File: src/rtl/ex_mem_skid.sv
// EX->MEM pipeline register with a two-entry skid buffer and a registered in_ready.
// Also emits a one-cycle branch redirect pulse when a taken branch is accepted.
module ex_mem_skid #(
    parameter int unsigned DATA_WIDTH     = 32,
    parameter int unsigned REG_ADDR_WIDTH = 5
) (
    input  logic                      clk,
    input  logic                      rst_n,

    input  logic                      in_valid,
    output logic                      in_ready,
    input  logic [DATA_WIDTH-1:0]     alu_out,
    input  logic                      eq,
    input  logic [DATA_WIDTH-1:0]     wdata,
    input  logic [REG_ADDR_WIDTH-1:0] rd,
    input  logic                      reg_write,
    input  logic                      mem_write,
    input  logic [1:0]                result_src,
    input  logic                      branch,
    input  logic [DATA_WIDTH-1:0]     br_target,

    output logic                      out_valid,
    input  logic                      out_ready,
    output logic [DATA_WIDTH-1:0]     out_alu_out,
    output logic                      out_eq,
    output logic [DATA_WIDTH-1:0]     out_wdata,
    output logic [REG_ADDR_WIDTH-1:0] out_rd,
    output logic                      out_reg_write,
    output logic                      out_mem_write,
    output logic [1:0]                out_result_src,
    output logic                      out_branch,
    output logic [DATA_WIDTH-1:0]     out_br_target,

    input  logic                      flush,
    output logic                      br_taken,
    output logic [DATA_WIDTH-1:0]     br_pc,
    output logic [1:0]                occupancy
);

    typedef struct packed {
        logic [DATA_WIDTH-1:0]     alu_out;
        logic                      eq;
        logic [DATA_WIDTH-1:0]     wdata;
        logic [REG_ADDR_WIDTH-1:0] rd;
        logic                      reg_write;
        logic                      mem_write;
        logic [1:0]                result_src;
        logic                      branch;
        logic [DATA_WIDTH-1:0]     br_target;
    } entry_t;

    // Encoding doubles as the occupancy count.
    typedef enum logic [1:0] {
        StEmpty = 2'd0,
        StOne   = 2'd1,
        StFull  = 2'd2
    } state_e;

    state_e                state_q, state_d;
    entry_t                main_q, main_d;
    entry_t                skid_q, skid_d;
    logic                  in_ready_q, in_ready_d;
    logic                  br_taken_q, br_taken_d;
    logic [DATA_WIDTH-1:0] br_pc_q, br_pc_d;

    entry_t in_entry;
    logic   accept;
    logic   xfer;

    assign in_entry = '{
        alu_out:    alu_out,
        eq:         eq,
        wdata:      wdata,
        rd:         rd,
        reg_write:  reg_write,
        mem_write:  mem_write,
        result_src: result_src,
        branch:     branch,
        br_target:  br_target
    };

    assign accept = in_valid && in_ready_q;
    assign xfer   = (state_q != StEmpty) && out_ready;

    always_comb begin
        state_d = state_q;
        main_d  = main_q;
        skid_d  = skid_q;
        unique case (state_q)
            StEmpty: begin
                if (accept) begin
                    main_d  = in_entry;
                    state_d = StOne;
                end
            end
            StOne: begin
                if (accept && xfer) begin
                    main_d = in_entry;
                end else if (accept) begin
                    skid_d  = in_entry;
                    state_d = StFull;
                end else if (xfer) begin
                    state_d = StEmpty;
                end
            end
            StFull: begin
                if (xfer) begin
                    main_d  = skid_q;
                    state_d = StOne;
                end
            end
            default: state_d = StEmpty;
        endcase
        if (flush) begin
            state_d = StEmpty;
        end
        // Registered so in_ready never depends combinationally on out_ready.
        in_ready_d = (state_d != StFull);
        br_taken_d = accept && branch && eq && !flush;
        br_pc_d    = br_taken_d ? br_target : br_pc_q;
    end

    always_ff @(posedge clk or negedge rst_n) begin
        if (!rst_n) begin
            state_q    <= StEmpty;
            main_q     <= '0;
            skid_q     <= '0;
            in_ready_q <= 1'b1;
            br_taken_q <= 1'b0;
            br_pc_q    <= '0;
        end else begin
            state_q    <= state_d;
            main_q     <= main_d;
            skid_q     <= skid_d;
            in_ready_q <= in_ready_d;
            br_taken_q <= br_taken_d;
            br_pc_q    <= br_pc_d;
        end
    end

    assign in_ready       = in_ready_q;
    assign out_valid      = (state_q != StEmpty);
    assign occupancy      = state_q;
    assign br_taken       = br_taken_q;
    assign br_pc          = br_pc_q;
    assign out_alu_out    = main_q.alu_out;
    assign out_eq         = main_q.eq;
    assign out_wdata      = main_q.wdata;
    assign out_rd         = main_q.rd;
    assign out_reg_write  = main_q.reg_write;
    assign out_mem_write  = main_q.mem_write;
    assign out_result_src = main_q.result_src;
    assign out_branch     = main_q.branch;
    assign out_br_target  = main_q.br_target;

endmodule

File: config.mk
export PLATFORM = sky130hd
export DESIGN_NAME = ex_mem_skid
export DESIGN_NICKNAME = d
export VERILOG_FILES = /design/src/rtl/ex_mem_skid.sv
export SDC_FILE = /design/constraint.sdc
export NUM_CORES = 1
export LEC_CHECK = 0
export ABC_AREA = 1
export CAP_MARGIN = 20
export CORE_MARGIN = 4
export CORE_UTILIZATION = 45
export CTS_BUF_LIST = sky130_fd_sc_hd__clkbuf_8
export DETAILED_ROUTE_END_ITERATION = 6
export DONT_BUFFER_PORTS = 1
export SETUP_SLACK_MARGIN = 0.4
export SYNTH_ARGS = -nofsm -noshare
export SYNTH_HDL_FRONTEND = slang
export SYNTH_SLANG_ARGS = --single-unit
File: constraint.sdc
create_clock -name clk -period 2.5 [get_ports clk]
set_clock_uncertainty 0.15 [all_clocks]
set_input_delay 0.375 -clock clk [delete_from_list [all_inputs] [get_ports clk]]
set_output_delay 0.375 -clock clk [all_outputs]
set_load 0.01 [all_outputs]
==> run_results.csv, run 1 <==
group,metric,value,unit
sta,setup_viol,0,
layout,syn_to_final_growth,20.7,%
layout,fin_cells,1846,
placement,gp_congestion,0.787,
global_routing,antenna_found_initial,2,
floorplanning,io_pins,256,
global_routing,grt_max_degree,251,
floorplanning,core-area,24300,um2
power,p_switching,3180,uW
global_routing,grt_usage,22.7,%
yosys,syn_area,11100,um2
yosys,syn_inst,1402,
sta,whs,-628,ps
yosys,synth-seq-cells,250,
routing,via_count,9345,
power,clkPwrFrac,35.6,%
clock_network,clk_latency,550,ps
setup_path,r2r_slack,610,ps
setup_path,cp-start-kind,"flip-flop",
placement,portBuffers,0,
yosys,synth_warnings,0,
power,switching_share,29.7,%
yosys,synth_common_cells,"575 x nand2_1, 249 x dfrtp_1, 214 x nand3_1",
power,p_per_area,799,nW/um2
routing,post_drt_wl_per_cell,16.8,um
power,p_int,7550,uW
global_routing,grt_pass1_wl,50.1,mm
yosys,synth-edff-count,0,
clock_network,cts_tree,"done",
setup_path,endpoint,"out_valid",
setup_path,cp_data_required_time,1980,ps
placement,dp.cells,1649,
yosys,async_flop_share,100,%
layout,num-nets-final,1597,
placement,place_ws,611,ps
power,seq_power_share,51.8,%
yosys,synth_nets,1514,
yosys,yosysMostFrequentCell,"nand2_1",
floorplanning,num_rows,57,
sta,max_freq,511,MHz
outcome,violations,"hold timing",
floorplanning,dieArea,27300,um2
yosys,ys.flop_type,"dfrtp_1",
sta,fin_crit_sh,78.3,%
run,maxCapViolCount,0,
setup_path,crit-reg2reg-launch,"occupancy[1]",
routing,via_per_inst,5.06,
placement,placed_cell_area,11400,um2
sta,fin_ws,542,ps
floorplanning,die_w,165,um
sta,slew-limit-headroom,59.8,%
yosys,netlist.area_leader.share,56.0,%
sta,tns,0,ps
global_routing,grt_overflow,0,
setup_path,critPathKind,"reg -> out",
setup_path,ff2ff_path_depth,7,
setup_path,worstReg2RegEnd,"out_rd[3]",
global_routing,grt_pass1_vias,9205,
outcome,status,"complete, but fails checks",
sta,rsz0062_at_grt,"no",
routing,wirelength,31.0,mm
floorplanning,initial_core_util,45.8,%
layout,drive_above_1_share,6.38,%
power,ir_drop,0.448,mV
placement,dp_hpwl,18.3,mm
routing,drtPass1Iterations,5,
setup_path,cp.arrival,1430,ps
clock_network,cts-root-buf,"clkbuf_8",
sta,layout_min_cycle_time,1960,ps
setup_path,end_kind,"primary output",
setup_path,startpoint,"occupancy[1]",
yosys,avgSynthCellArea,7.94,um2
yosys,synth_area_leaders,"dfrtp_1 56%, nand2_1 19%, nand3_1 9.6%",
clock_network,clk_pin_slew_worst_paths,60,ps
layout,final_cell_area,13400,um2
sta,slew_violations,0,
sta,hold_viol,250,
clock_network,clock-sinks,250,
hold_path,holdCritPathClass,"in -> async",
yosys,synth_top_area_cell,"dfrtp_1",
clock_network,htreeDepth,2,
yosys,yosysSeqAreaShare,56.2,%
floorplanning,die_y,165,um
power,power_leakage,0.00730,uW
routing,ant_nets,0,
yosys,synth_cell_type_count,18,
clock_network,ctsHoldBuffers,109,
clock_network,clockBufferDepth,3,
sta,tightest_slew,604,ps
power,p_comb_share,12.6,%
routing,first_iter_violations,707,
setup_path,path_max_fanout,4,
clock_network,cts_made_buffers,46,
routing,drc,0,
==> how the worst min path moves through the flow <==
stage                from     endpoint  slack, ps  depth (start not counted)
floorplan           rst_n     br_pc[0]        -70                          0
global placement    rst_n   skid_q[78]        -60                          0
detailed placement  rst_n   skid_q[78]        -60                          0
CTS                 rst_n       out_eq       -660                          0
global route        rst_n  skid_q[102]       -670                          0
finish              rst_n   skid_q[78]       -630                          0
==> cells by family after synthesis <==
| group | Yosys count | synth area share, % |
|---|---|---|
| compound gates | 140 | 6.30 |
| flops | 250 | 56.2 |
| buf+inv | 212 | 7.83 |
| simple gates | 800 | 29.6 |
==> layout by cell type, fill, tap and decap left out <==
cell type      count
dfrtp_4            1
nor2_1             5
clkinvlp_4         1
nand2_2            1
dlygate4sd3_1    109
o21ai_0           79
a21oi_1            1
o21ai_1           60
clkinv_4           1
nand3_1          214
dfstp_2            1
nor2_4             1
diode_2            1
dfrtp_2            1
clkbuf_8          56
buf_4             15
nand4_1            2
nand2_1          573
inv_1            134
clkinv_2           4
inv_2              1
buf_12             9
dfrtp_1          247
nand2_4            2
bufinv_16          1
nand3_4            2
==> power groups by stage <==
stage               registers (uW)  clock network [uW]  logic (uW)
floorplan                     5430                   0         957
global route                  5670                4160        1580
global placement              5620                   0        1140
finish                        5560                3820        1350
detailed placement            5620                   0        1190
CTS                           5570                3940        1360
==> sequential cells by signal (all words and copies together) (netlist names) <==
name	cells
br_pc	32
br_taken	1
in_ready	1
occupancy	2
out_alu_out	32
out_br_target	32
out_branch	1
out_eq	1
out_mem_write	1
out_rd	5
out_reg_write	1
out_result_src	2
out_wdata	32
skid_q	107
==> what timing repair did <==
item	4_1_cts	5_1_grt
gates resized for setup	1	0
setup buffers	3	0
endpoints found under the setup margin	2	0
hold endpoints to repair	499	250
==> routing by layer <==
layer	track usage (%)	vias to the layer above	routed length, um
li1	-	4589	-
met2	36.0	281	14200
met4	5.52	2	486
met1	30.5	4430	13500
met5	0	-	13
met3	7.25	43	2850
==> critical path: stages (launching register included) <==
cell and delay (ps):
dfrtp_4 500, inv_1 140, nand2_1 90, buf_4 160
==> through the flow <==
| step | utilization [%] | power, uW |
|---|---|---|
| 2_1_floorplan | - | 6390 |
| 3_5_place_dp | 46.9 | 6810 |
| 6_report | 55.2 | 10700 |
| 3_3_place_gp | 46.9 | 6770 |
| 5_1_grt | 55.2 | 11400 |
| 4_1_cts | 55.2 | 10900 |
==> area by class of cell <==
class,instances,area (um2)
fillers,2272,10900
flip-flops and latches,250,6260
multi-input cells,940,4030
repair buffers,133,1380
clock buffers,56,771
inverters,114,429
well taps,324,405
clock inverters,28,144
diodes,1,2.50
No activity file was read; power rests on OpenSTA's default activity.
==> run 2: changes to the inputs <==
- ABC_AREA: 1 -> 0
- clock period: 2.5 -> 2.05 ns (I/O delays scaled with it)
==> run_results.csv, run 2 <==
group,metric,value,unit
outcome,status,"complete, but fails checks",
outcome,violations,"hold timing",
placement,placed_cell_area,10400,um2
global_routing,grt_pass1_wl,44.9,mm
setup_path,crit-reg2reg-launch,"occupancy[0]",
hold_path,holdCritPathClass,"in -> async",
clock_network,clock-sinks,250,
yosys,synth-compound-area-share,18.8,%
power,p_per_area,987,nW/um2
sta,hold_viol,250,
clock_network,htreeDepth,2,
global_routing,grt_pass1_vias,7725,
layout,drive_above_1_share,29.1,%
clock_network,clockBufferDepth,3,
sta,slew_violations,0,
setup_path,cp_data_required_time,2290,ps
setup_path,path_max_fanout,35,
yosys,synth_top_area_cell,"dfrtp_1",
yosys,synth_warnings,0,
clock_network,clk_latency,520,ps
yosys,synth_nets,795,
sta,tns,0,ps
routing,via_per_inst,6.14,
layout,top_register,"skid_q",
yosys,synth.area.mux_share,15.5,%
sta,fin_crit_sh,95.7,%
placement,portBuffers,0,
power,clkPwrFrac,31.4,%
yosys,synth_top_family_by_area,"compound AO/OA/AOI/OAI gates",
yosys,synth_cell_type_count,25,
setup_path,critPathKind,"reg -> reg",
placement,place_ws,70.7,ps
floorplanning,num_rows,54,
clock_network,cts-root-buf,"clkbuf_8",
yosys,netlist.area_leader.share,61.7,%
yosys,syn_area,10100,um2
sta,tightest_slew,563,ps
yosys,avgSynthCellArea,14.8,um2
placement,dp_hpwl,14.7,mm
floorplanning,initial_core_util,46.0,%
layout,num-nets-final,958,
routing,wirelength,31.7,mm
setup_path,cp.arrival,2200,ps
power,power_leakage,0.00580,uW
layout,mostFrequentLayoutCells,"249 x dfrtp_1, 110 x dlygate4sd3_1, 107 x o32a_1, 107 x o21a_1, 77 x mux2_2",
yosys,yosysMostFrequentCell,"dfrtp_1",
sta,fin_ws,88.1,ps
yosys,synthAdderAreaFrac,0,%
layout,layout_commonest_cell,"dfrtp_1",
yosys,yosysSeqAreaShare,62.0,%
clock_network,clk_pin_slew_worst_paths,60,ps
sta,setup_viol,0,
floorplanning,core-area,22000,um2
clock_network,cts_tree,"done",
power,switching_share,27.1,%
clock_network,cts_made_buffers,41,
yosys,ys.flop_type,"dfrtp_1",
setup_path,end_kind,"flip-flop",
routing,drtPass1Iterations,5,
global_routing,grt_usage,23.5,%
run,maxCapViolCount,0,
floorplanning,die_w,158,um
sta,max_freq,510,MHz
global_routing,antenna_found_initial,1,
yosys,synth-edff-count,0,
routing,via_count,7106,
sta,slew-limit-headroom,62.5,%
power,seq_power_share,51.9,%
power,p_int,9870,uW
global_routing,grt_overflow,0,
power,ir_drop,0.682,mV
yosys,synth-seq-cells,250,
routing,ant_nets,0,
layout,fill_cells,1578,
layout,utilization,62.5,%
yosys,synthSimpleGateAreaFrac,0.793,%
yosys,syn_inst,683,
yosys,synth_xor_area_share,0,%
global_routing,grt_max_degree,251,
floorplanning,die_y,158,um
power,p_comb_share,16.7,%
sta,layout_min_cycle_time,1960,ps
setup_path,r2r_slack,90,ps
power,p_total,13500,uW
setup_path,worstReg2RegEnd,"skid_q[103]",
power,p_switching,3670,uW
setup_path,ff2ff_path_depth,4,
sta,rsz0062_at_grt,"yes",
layout,syn_to_final_growth,35.9,%
yosys,synth_area_leaders,"dfrtp_1 62%, mux2_2 12%, o32a_1 11%",
routing,post_drt_wl_per_cell,27.4,um
layout,largest_reg_flops,107,
floorplanning,io_pins,256,
routing,first_iter_violations,371,
yosys,synth_common_cells,"249 x dfrtp_1, 109 x mux2_2, 107 x o21a_1, 107 x o32a_1, 35 x clkbuf_1",
yosys,async_flop_share,100,%
sta,whs,-671,ps
setup_path,cp-start-kind,"flip-flop",
floorplanning,dieArea,24900,um2
layout,final_cell_area,13700,um2
routing,drc,0,
placement,gp_congestion,0.719,
run 2: changes by cell type after synthesis, sizes merged, moves of 107 or more:
cell,before,now
o32a,0,107
nand2,576,2
o21ai,139,2
inv,114,2
o21a,0,107
nand3,216,0
mux2,0,139
run 2: worst max-delay path: stages, from the launching register on:
cell and delay (ps):
dfrtp_1 370, and2b_4 240, or3b_4 490, buf_12 220, mux2_1 340
run 2: repair_timing:
item / CTS / global route
pin swaps: 1 / 4
setup buffers: 21 / 3
endpoints found under the setup margin: 249 / 249
resized for setup: 51 / 36
hold buffers: 109 / 1
gates cloned: 24 / 10
endpoints found under the hold margin: 500 / 252
run 2: worst max-delay path by stage:
stage	from	to	slack, ps	depth (start not counted)
floorplan	in_ready	skid_q[100]	80	6
global placement	in_ready	skid_q[84]	100	4
detailed placement	in_ready	skid_q[80]	70	4
CTS	in_ready	skid_q[92]	130	4
global route	in_ready	out_br_target[21]	40	7
finish	occupancy[0]	skid_q[103]	90	4
run 2: power by group through the flow:
stage	clock, uW	combinational, uW	sequential, uW
after floorplan	0	1320	6810
final	4250	2260	7030
after detailed placement	0	1520	7080
after CTS	4360	2080	7000
after global routing	4640	2430	7130
after global placement	0	1420	7020
run 2: area by class of cell:
type	instances	area, um2	share of cell area (%)
Antenna cell	1	2.50	0.0182
Clock buffer	54	743	5.42
Clock inverter	20	82.6	0.602
Inverter	2	7.51	0.0547
Multi-Input combinational cell	370	3750	27.3
Sequential cell	250	6260	45.6
Tap cell	280	350	2.55
Timing Repair Buffer	181	2520	18.4
run 2: per-layer routing:
| metal | GRT usage (%) | up-vias | wire (um) |
|---|---|---|---|
| met2 | 40.5 | 298 | 16100 |
| met4 | 7.74 | 0 | 679 |
| met1 | 28.2 | 3769 | 12400 |
| li1 | - | 2982 | - |
| met3 | 7.22 | 57 | 2570 |
| met5 | 0 | - | 0 |
run 2: logic make-up after synthesis:
logic type / after synthesis
AOI/OAI and AO/OA: 218
buffers and inverters: 64
and+or+nand+nor: 12
muxes: 139
DFF: 250
run 2: through the flow:
| stage | hold slack [ps] | instances |
|---|---|---|
| 4_1_cts | -700 | 1143 |
| 6_report | -671 | 1158 |
| 3_3_place_gp | -130 | 915 |
| 2_1_floorplan | -138 | 683 |
| 5_1_grt | -703 | 1158 |
| 3_5_place_dp | -132 | 915 |
